==> src/rtl/reg_bank.sv <==
// Bank of 2^ADDR_W registers with a single load/inc/dec/clear write port, two registered read ports and flags.
// Optional macro REG_BANK_BYPASS_EN forwards the value being written to a read port on the same address.
module reg_bank #(
  parameter int WIDTH  = 16,
  parameter int ADDR_W = 3
) (
  input  logic              CLK,
  input  logic              CLR,
  input  logic              R_W,
  input  logic [1:0]        OP,
  input  logic [ADDR_W-1:0] WA,
  input  logic [WIDTH-1:0]  D,
  input  logic [ADDR_W-1:0] RA,
  input  logic [ADDR_W-1:0] RB,
  input  logic              Ea,
  output logic [WIDTH-1:0]  Q,
  output logic [WIDTH-1:0]  Qa,
  output logic              Z,
  output logic              C
);

  localparam int DEPTH = 1 << ADDR_W;
  localparam logic [WIDTH-1:0] ZERO = {WIDTH{1'b0}};
  localparam logic [WIDTH-1:0] ONE  = {{(WIDTH-1){1'b0}}, 1'b1};
  localparam logic [WIDTH-1:0] ONES = {WIDTH{1'b1}};

  logic [WIDTH-1:0] bank_q [DEPTH];
  logic [WIDTH-1:0] bank_d [DEPTH];
  logic [WIDTH-1:0] q_q, q_d;
  logic [WIDTH-1:0] qa_q, qa_d;
  logic             z_q, z_d;
  logic             c_q, c_d;

  logic [WIDTH-1:0] cur_val;
  logic [WIDTH-1:0] wr_val;
  logic             wr_carry;
  logic [WIDTH-1:0] rd_a;
  logic [WIDTH-1:0] rd_b;

  // Result of the write-port operation on the currently addressed register
  always_comb begin
    cur_val  = bank_q[WA];
    wr_val   = cur_val;
    wr_carry = 1'b0;
    case (OP)
      2'b00: wr_val = D;
      2'b01: begin
        wr_val   = cur_val + ONE;
        wr_carry = (cur_val == ONES);
      end
      2'b10: begin
        wr_val   = cur_val - ONE;
        wr_carry = (cur_val == ZERO);
      end
      2'b11: wr_val = ZERO;
      default: begin
        wr_val   = ZERO;
        wr_carry = 1'b0;
      end
    endcase
  end

  // Next state of bank, flags and read ports
  always_comb begin
    bank_d = bank_q;
    z_d    = z_q;
    c_d    = c_q;
    if (R_W) begin
      bank_d[WA] = wr_val;
      z_d        = (wr_val == ZERO);
      c_d        = wr_carry;
    end else begin
      z_d = z_q;
      c_d = c_q;
    end

`ifdef REG_BANK_BYPASS_EN
    // Forward r' to a port reading the register being written this cycle
    if (R_W && (RA == WA)) begin
      rd_a = wr_val;
    end else begin
      rd_a = bank_q[RA];
    end
    if (R_W && (RB == WA)) begin
      rd_b = wr_val;
    end else begin
      rd_b = bank_q[RB];
    end
`else
    rd_a = bank_q[RA];
    rd_b = bank_q[RB];
`endif

    q_d = rd_a;
    if (Ea) begin
      qa_d = rd_b;
    end else begin
      qa_d = qa_q;
    end
  end

  // State registers; CLR clears everything asynchronously
  always_ff @(posedge CLK or posedge CLR) begin
    if (CLR) begin
      bank_q <= '{default: ZERO};
      q_q    <= ZERO;
      qa_q   <= ZERO;
      z_q    <= 1'b0;
      c_q    <= 1'b0;
    end else begin
      bank_q <= bank_d;
      q_q    <= q_d;
      qa_q   <= qa_d;
      z_q    <= z_d;
      c_q    <= c_d;
    end
  end

  assign Q  = q_q;
  assign Qa = qa_q;
  assign Z  = z_q;
  assign C  = c_q;

endmodule

==> config.mk <==
export PLATFORM = sky130hd
export DESIGN_NAME = reg_bank
export DESIGN_NICKNAME = d
export VERILOG_FILES = /design/src/rtl/reg_bank.sv
export SDC_FILE = /design/constraint.sdc
export NUM_CORES = 1
export LEC_CHECK = 0
export BUFFER_PORTS_ARGS = -buffer_cell sky130_fd_sc_hd__buf_2
export CORE_MARGIN = 1
export CORE_UTILIZATION = 36
export CTS_CLUSTER_DIAMETER = 200
export DETAILED_ROUTE_END_ITERATION = 7
export GPL_TIMING_DRIVEN = 0
export HOLD_SLACK_MARGIN = 0.15
export MAX_ROUTING_LAYER = met4
export PLACE_DENSITY = 0.58
export SETUP_SLACK_MARGIN = 0.2
export SLEW_MARGIN = 20
export SYNTH_ARGS = -nofsm -noshare
export SYNTH_HDL_FRONTEND = slang
export SYNTH_SLANG_ARGS = --single-unit
==> constraint.sdc <==
create_clock -name CLK -period 6.4 [get_ports CLK]
set_clock_uncertainty 0.1 [all_clocks]
set_input_delay 0.64 -clock CLK [delete_from_list [all_inputs] [get_ports CLK]]
set_output_delay 0.64 -clock CLK [all_outputs]
set_load 0.005 [all_outputs]
==> results.toml, run 1 <==
[drt]
routed.top_layer = "met4"
ant_nets = 0
drt_iter0_markers = 710
wl_met1_um = 12700
drc = 0
drt-total-wl_um = 29400
wl_per_cell_um = 23.2
num_vias = 7434
wl_met3_um = 2940
dr.pass1.iters = 7
met2WireLength_um = 13100
drt-vias-per-instance = 5.88

[min_path]
hold_path.class = "input pin to async pin"

[timing]
hold_viol = 0
worst_slew_pin_slew_ns = 1.18
timing.fmax_mhz = 183
final.setup.worst_slack_ns = 0.948
drv_slew = 0
max-slew-margin-rel = 0.213
rsz0062_at_grt = "no"
whs_ns = 0.204
period_share = 0.852
min_period_ns = 5.45
finalSetupViolations = 0

[global_route]
grt_pass1_wl_um = 44900
antenna_found_initial = 1
grt_overflow_total = 0
grtUsageTotal = 0.235
grt_pass1_vias = 7259
grt_max_degree = 87

[die]
num_io_pins = 65
start_util = 0.367
dieHeight_um = 165
core_um2 = 26100
dieArea_um2 = 27200
std_cell_rows = 59
die_x_um = 165

[setup_path]
critPathMaxStageDelay_ns = 0.95
cp.required_ns = 6.62
endpoint_kind = "flop"
reg2reg_slack_ns = 1.78
worstPathArrival_ns = 5.67
critPathKind = "input pin to flop"
crit_chain = "buf_2 > buf_6 > clkbuf_1 > buf_2 > mux4_2 > mux2i_1 > inv_1 > ha_1 > or3_1 > a32oi_1 > nand4_1 > and4bb_2 > nand4_1 > o41ai_2"
path_max_fanout = 10
cpMaxStageDelayCell = "a32oi_1"
cp-start-kind = "input pin"

[pwr]
peakVddDrop_mv = 0.227
leakagePower_nw = 4.58
p_per_area_nw_per_um2 = 361
total_power_w = 0.00394

[clocking]
cts_root_buf = "clkbuf_16"
clkTransAtPathRegs_ns = 0.06
cts_hold_buf = 0
h-tree-depth = 4
cts_tree = "done"
cts_resized = 0
clkSinkCount = 162
cts_buffers = 17
post-cts-setup-buffer-count = 0
clock_path_buffers = 2
clock_latency_ns = 0.43

[yosys]
syn-cell-area_um2 = 9570
syn_inst = 841
ys_types = 64
synth_warnings = 0
synth-main-ff-cell = "dfrtp_1"
postSynthNetCount = 890
yosysSeqAreaShare = 0.424
synthArstFlopShare = 1.00
postSynthAreaPerCell_um2 = 11.4
synth-seq-cells = 162
synth-edff-count = 0

[placed_design]
dp_hpwl_um = 21200
portBuffers = 55
dpl_cell_area_um2 = 10300
gp_congestion = 0.879
pre_cts_ws_ns = 0.694

[final_layout]
layout.nets = 965
area_growth_syn_to_layout_pct = 13.9
final_layout_size_suffix_gt1_frac = 0.242
fin_area_um2 = 10900

[status]
status = "finished, final reports clean"

[flow_run]
max_cap_viol_count = 0
[flip-flops by register name (all words and copies together) (netlist names)]
| register | count |
|---|---|
| C | 1 |
| Q | 16 |
| Qa | 16 |
| Z | 1 |
| bank_q | 128 |
[logic make-up after synthesis]
| kind of cell | share of synthesized area |
|---|---|
| and+or+nand+nor | 0.0986 |
| AOI/OAI and AO/OA | 0.123 |
| adders and majority gates | 0.0243 |
| xor gates and xnor gates | 0.00732 |
| muxes | 0.284 |
| DFF | 0.424 |
| buffers and inverters | 0.0384 |
[worst max-delay path, delay by kind of cell]
family	cells	cell delay (ns)
and+or+nand+nor	4	1.04
adders and majority gates	1	0.36
muxes	2	0.76
AOI/OAI and AO/OA	2	1.32
buffers and inverters	5	1.52
[routing by layer]
layer | GRT usage | up-vias
li1 | - | 3279
met5 | - | -
met3 | 0.0650 | 37
met1 | 0.321 | 3756
met4 | 0.0738 | 0
met2 | 0.336 | 362
[cell usage in the layout (no fill, tap or decap), drive strengths merged, types with 6 or more instances in the layout]
cell type | Yosys | final
dfrtp | 162 | 162
mux4 | 96 | 96
nor2 | 91 | 91
a21oi | 87 | 87
buf | 20 | 76
nand2 | 74 | 74
o21ai | 73 | 73
clkbuf | 45 | 67
mux2i | 34 | 34
inv | 26 | 26
mux2 | 18 | 18
ha | 17 | 17
nor3 | 9 | 9
nand4 | 8 | 8
xnor2 | 8 | 8
nor4 | 6 | 6
nand2b | 6 | 6
a22oi | 6 | 6
[final timing paths]
kind                           start          to  depth (start not counted)
min in group CLK               Qa[1]       Qa[1]                          2
setup reg to reg           bank_q[2]           Z                         12
max in group asynchronous        CLR  bank_q[66]                          3
setup / recovery               WA[0]           Z                         14
hold / removal                   CLR       Q[11]                          2
hold reg to reg                Qa[1]       Qa[1]                          2
[cell usage after synthesis (7+ instances only)]
library cell / instances / share of area
o21ai_0: 68 / 0.036
nand4_1: 8 / 0.0052
ha_1: 17 / 0.022
xnor2_1: 8 / 0.0073
inv_1: 26 / 0.010
mux4_2: 95 / 0.22
nor3_1: 7 / 0.0037
clkbuf_1: 45 / 0.018
buf_1: 11 / 0.0043
dfrtp_1: 162 / 0.42
a21oi_1: 85 / 0.044
nand2_1: 74 / 0.029
mux2i_1: 33 / 0.035
nor2_1: 91 / 0.036
mux2_2: 18 / 0.021
[where the power goes]
| part | total (W) | switching (W) | internal (W) |
|---|---|---|---|
| clock network | 0.00105 | 0.000415 | 0.000631 |
| registers | 0.00156 | 0.000249 | 0.00131 |
| logic | 0.00133 | 0.000697 | 0.000636 |
[final cells by class]
class / count / area [um^2]
inverters: 26 / 105
diodes: 1 / 2.50
clock buffers: 22 / 464
clock inverters: 10 / 133
multi-input cells: 588 / 5150
well taps: 335 / 419
fillers: 2458 / 15200
flip-flops and latches: 162 / 4050
repair buffers: 56 / 303
plain buffers: 65 / 270
[stage by stage]
step                std cells  utilization  TNS, ns
global placement         1231        0.394  -131.24
CTS                      1264        0.418        0
detailed placement       1232        0.395        0
floorplan                 841            -        0
global route             1265        0.418        0
finish                   1265        0.418        0
Power figures use the tool's default switching activity.
==> run 2: changes to the inputs <==
--- a/config.mk
+++ b/config.mk
@@ -10,10 +10,12 @@
 export CORE_UTILIZATION = 36
 export CTS_CLUSTER_DIAMETER = 200
 export DETAILED_ROUTE_END_ITERATION = 7
+export GPL_ROUTABILITY_DRIVEN = 0
 export GPL_TIMING_DRIVEN = 0
 export HOLD_SLACK_MARGIN = 0.15
 export MAX_ROUTING_LAYER = met4
 export PLACE_DENSITY = 0.58
+export RECOVER_POWER = 50
 export SETUP_SLACK_MARGIN = 0.2
 export SLEW_MARGIN = 20
 export SYNTH_ARGS = -nofsm -noshare
==> results.toml, run 2 (synthesis gave the netlist of run 1 again) <==
[drt]
drc = 0
drt-total-wl_um = 29400
drt-vias-per-instance = 5.88
wl_per_cell_um = 23.2
drt_iter0_markers = 747
dr.pass1.iters = 6
num_vias = 7433
ant_nets = 0

[global_route]
grt_max_degree = 87
grtUsageMet2 = 0.336
grt_pass1_vias = 7259
grt_overflow_total = 0
use_met1 = 0.321
busiest_layer = "met2"
use_met3 = 0.0650
grt_pass1_wl_um = 44900
antenna_found_initial = 1
grtUsageTotal = 0.235

[min_path]
holdPathEnd = "Qa[14]"
hold_depth = 3
hold_path.class = "input pin to flop"
hp-start = "Ea"

[timing]
final.setup.worst_slack_ns = 1.01
worst_slew_pin_slew_ns = 3.86
timing.fmax_mhz = 185
finalSetupViolations = 0
period_share = 0.842
rsz0062_at_grt = "no"
hold_viol = 0
max-slew-margin-rel = -1.59
drv_slew = 165
min_period_ns = 5.39

[final_layout]
largest_reg_flops = 128
area_growth_syn_to_layout_pct = 13.4
layout.cells.non_filler = 1265
layout.nets = 965
largest-register = "bank_q"
final_core_util = 0.417
final_layout_size_suffix_gt1_frac = 0.229
mostFrequentLayoutCells = "dfrtp_1 (162), mux4_2 (95), nor2_1 (91)"
layout_commonest_cell = "dfrtp_1"

[setup_path]
path_max_fanout = 10
endpoint_kind = "flop"
cp-start-kind = "input pin"
cp.required_ns = 6.62
critPathKind = "input pin to flop"
worstPathArrival_ns = 5.61
rr_startpoint = "bank_q[2]"
reg2reg_slack_ns = 1.86
worst_r2r_endpoint = "Z"
reg2regPathDepth = 12

[clocking]
cts_tree = "done"
cts_resized = 0
cts_root_buf = "clkbuf_16"
h-tree-depth = 4
cts_buffers = 17
clock_latency_ns = 0.43
clock_path_buffers = 2
clkTransAtPathRegs_ns = 0.06
clkSinkCount = 162
post-cts-setup-buffer-count = 0
cts_hold_buf = 0

[placed_design]
dp_hpwl_um = 21200
portBuffers = 55
post-place-cells = 1232
pre_cts_ws_ns = 0.694

[status]
status = "finished with violations"
violations = "capacitance limit, slew limit"

[pwr]
leakagePower_nw = 4.53
p_per_area_nw_per_um2 = 362
total_power_w = 0.00393
peakVddDrop_mv = 0.226

[die]
dieArea_um2 = 27200
start_util = 0.367
core_um2 = 26100
std_cell_rows = 59
num_io_pins = 65
dieHeight_um = 165
die_x_um = 165

[flow_run]
max_cap_viol_count = 2
==> run 2: changes by cell type in the layout (fill, tap and decap cells not counted), sizes merged <==
cell and change:
clkbuf +13, inv -1, buf -13, clkinvlp +1
==> run 2: cell type report <==
cell class                      instances  area (um^2)
Antenna cell                            1         2.50
Buffer                                 65          270
Clock buffer                           22          464
Clock inverter                         10          133
Fill cell                            2468        15200
Inverter                               26         98.8
Multi-Input combinational cell        588         5150
Sequential cell                       162         4050
Tap cell                              335          419
Timing Repair Buffer                   56          265
==> run 2: how the worst max path moves through the flow <==
| stage | to | slack (ns) | cells past startpoint | from |
|---|---|---|---|---|
| final | Z | 1.01 | 14 | WA[0] |
| after global routing | bank_q[100] | 0.93 | 3 | CLR |
| after CTS | Z | 1.11 | 14 | WA[0] |
| after detailed placement | Z | 0.69 | 14 | WA[0] |
| after global placement | bank_q[80] | -0.83 | 2 | CLR |
| after floorplan | C | 1.28 | 1 | CLR |
==> run 2: metal layers <==
metal,wire length (um),part of all wire
met1,12800,0.44
met2,13200,0.45
met3,2860,0.097
met4,529,0.018
met5,0,0
==> run 2: report_power, final <==
group | internal (W) | switching [W]
Sequential | 0.00131 | 0.000251
Clock | 0.000631 | 0.000418
Combinational | 0.000628 | 0.000694
==> run 2: metrics by stage <==
step	area, um^2	hold slack, ns	setup TNS (ns)
final	10900	0.414	0
after global routing	10900	0.441	0
after CTS	10900	0.235	0
after detailed placement	10300	0.408	0
after global placement	10300	0.395	-131.24
after floorplan	9570	0.375	0
==> run 2: critical path, cell delays in order <==
cell and delay (ns):
buf_2 0.12, buf_6 0.19, clkbuf_1 0.69, buf_2 0.42, mux4_2 0.40, mux2i_1 0.36
inv_1 0.09, ha_1 0.36, or3_1 0.38, a32oi_1 0.91, nand4_1 0.17, and4bb_2 0.36
nand4_1 0.13, o41ai_2 0.37
==> run 3: changes to the inputs <==
--- a/config.mk
+++ b/config.mk
@@ -5,6 +5,7 @@
 export SDC_FILE = /design/constraint.sdc
 export NUM_CORES = 1
 export LEC_CHECK = 0
+export ABC_AREA = 1
 export BUFFER_PORTS_ARGS = -buffer_cell sky130_fd_sc_hd__buf_2
 export CORE_MARGIN = 1
 export CORE_UTILIZATION = 36
@@ -14,7 +15,7 @@
 export GPL_TIMING_DRIVEN = 0
 export HOLD_SLACK_MARGIN = 0.15
 export MAX_ROUTING_LAYER = met4
-export PLACE_DENSITY = 0.58
+export PLACE_DENSITY = 0.6
 export RECOVER_POWER = 50
 export SETUP_SLACK_MARGIN = 0.2
 export SLEW_MARGIN = 20
==> constraint.sdc (replaced) <==
create_clock -name CLK -period 4.4 [get_ports CLK]
set_clock_uncertainty 0.1 [all_clocks]
set_input_delay 0.44 -clock CLK [delete_from_list [all_inputs] [get_ports CLK]]
set_output_delay 0.44 -clock CLK [all_outputs]
set_load 0.005 [all_outputs]
==> results.toml, run 3 <==
[yosys]
synthXorXnorAreaFrac = 0.000874
synthSimpleGateAreaFrac = 0.175
synthArstFlopShare = 1.00
yosysSeqAreaShare = 0.405
ys_types = 45
synth_compound_area_frac = 0.300
synth_top_family_by_area = "compound AO/OA/AOI/OAI gates"
synth-edff-count = 0
yosysTopAreaCell = "dfrtp_1"
postSynthNetCount = 1448
synthAdderAreaFrac = 0.0232
syn_inst = 1399
synth_top_area_frac = 0.405
synthMuxAreaShare = 0
synth-seq-cells = 162
postSynthAreaPerCell_um2 = 7.16
synthTopCellsByCount = "o21ai_0 (299), nand2_1 (293), dfrtp_1 (162)"
yosysMostFrequentCell = "o21ai_0"
synth_warnings = 0
netlist_top_cells_area = "dfrtp_1 (40%), o21ai_0 (15%), nand2_1 (11%)"
synth-main-ff-cell = "dfrtp_1"
syn-cell-area_um2 = 10000

[timing]
max-slew-margin-rel = -0.185
rsz0062_at_grt = "no"
hold_viol = 0
final.setup.worst_slack_ns = 0.438
timing.fmax_mhz = 252
worst_slew_pin_slew_ns = 1.78
finalSetupViolations = 0
period_share = 0.901
min_period_ns = 3.96
drv_slew = 64

[placed_design]
pre_cts_ws_ns = 0.000116
post-place-cells = 1835
dp_hpwl_um = 31200
dpl_cell_area_um2 = 10900
portBuffers = 59

[setup_path]
endpoint_kind = "flop"
worstPathArrival_ns = 4.25
cp_common_cell = "nand2_1"
cp.required_ns = 4.69
cpMaxStageDelayCell = "nor2_2"
path_max_fanout = 6
cp-start-kind = "input pin"
critPathMaxStageDelay_ns = 0.48
critPathKind = "input pin to flop"
crit_chain = "buf_2 > nor2_2 > inv_2 > a21oi_1 > o21ai_0 > nand4_1 > inv_1 > fa_1 > o21ai_1 > nand2_1 > nand2_1 > nand2_1 > nand2_1 > a21oi_1 > o21ai_0 > o21ai_1 > inv_1 > nand2_1 > nor2_1 > nand4_1 > nand2_1"

[drt]
drt-vias-per-instance = 5.83
wl_per_cell_um = 22.0
num_vias = 10893
drc = 1
dr.pass1.iters = 8
drt-total-wl_um = 41000
ant_nets = 0
drt_iter0_markers = 1684

[clocking]
cts_root_buf = "clkbuf_16"
cts_tree = "done"
clock_path_buffers = 2
cts_buffers = 17
h-tree-depth = 4
clock_latency_ns = 0.44
clkSinkCount = 162
clkTransAtPathRegs_ns = 0.07

[final_layout]
area_growth_syn_to_layout_pct = 13.6
layout.cells.non_filler = 1869
mostFrequentLayoutCells = "o21ai_0 (299), nand2_1 (292), dfrtp_1 (162)"
largest_reg_flops = 128
layout_commonest_cell = "o21ai_0"
final_layout_size_suffix_gt1_frac = 0.0902
largest-register = "bank_q"
layout.nets = 1532
fin_area_um2 = 11400

[die]
dieArea_um2 = 28500
die_x_um = 169
start_util = 0.370
num_io_pins = 65
core_um2 = 27100
std_cell_rows = 60
dieHeight_um = 169

[global_route]
busiest_layer = "met2"
grt_max_degree = 36
grtUsageTotal = 0.302
use_met1 = 0.402
antenna_found_initial = 1
grt_overflow_total = 0
grtUsageMet2 = 0.437
use_met3 = 0.0772
grt_pass1_vias = 10137
grt_pass1_wl_um = 62200

[pwr]
peakVddDrop_mv = 0.280
leakagePower_nw = 5.02
p_per_area_nw_per_um2 = 435

[flow_run]
max_cap_viol_count = 2

[status]
violations = "DRC, capacitance limit, slew limit"
status = "finished with violations"

[min_path]
hold_path.class = "input pin to flop"
## run 3: worst max-delay path, delay by kind of cell
kind	cells	cell delay (ns)
AO/OA/AOI/OAI	6	1.13
AND/OR/NAND/NOR	10	1.55
adder cells (fa/ha/maj)	1	0.45
buffers and inverters	4	0.67
## run 3: power breakdown
group          total, W  internal [W]  switching (W)
Sequential      0.00210       0.00181       0.000293
Clock           0.00144      0.000784       0.000655
Combinational   0.00141      0.000428       0.000986
Total           0.00495       0.00302        0.00193
## run 3: repair_timing
item	in CTS	in global routing
setup buffers	0	0
hold endpoints to repair	17	0
resized for setup	0	2
hold buffers	1	0
endpoints found under the setup margin	0	1
## run 3: path summary, 6_finish.rpt
check	slack (ns)	to	start	cells past startpoint
min in group asynchronous	0.64	bank_q[12]	CLR	3
min reg2reg	0.39	bank_q[105]	bank_q[105]	2
max	0.44	Z	WA[1]	21
min	0.24	C	R_W	3
max reg2reg	0.71	Z	bank_q[114]	21
max in group asynchronous	1.15	bank_q[46]	CLR	5
## run 3: area by class of cell
| cell class | instances | area [um^2] |
|---|---|---|
| antenna | 1 | 2.50 |
| buffer | 86 | 352 |
| clock buffer | 21 | 440 |
| clock inverter | 11 | 108 |
| fill | 2847 | 15700 |
| inverter | 163 | 616 |
| multi-input combinational | 988 | 5010 |
| sequential | 162 | 4050 |
| tap | 372 | 465 |
| timing repair buffer | 65 | 333 |
## run 3: cell families after synthesis
group | count (synthesis)
xor+xnor | 1
buf+inv | 249
compound gates | 546
flops | 162
simple gates | 423
fa+ha+maj | 18
## run 3: metrics by stage
stage                     utilization  setup TNS (ns)  total power, W  hold WS [ns]
after floorplan                     -               0         0.00290         0.353
after global placement          0.398         -0.0485         0.00343         0.371
after detailed placement        0.402               0         0.00347         0.381
after CTS                       0.423               0         0.00489         0.230
after global routing            0.420               0         0.00519         0.249
final                           0.420               0         0.00495         0.235
## run 3: per-layer routing
layer	vias to the layer above	wire length (um)
li1	4906	-
met1	5023	16600
met2	808	17200
met3	156	5600
met4	0	1630
met5	-	0
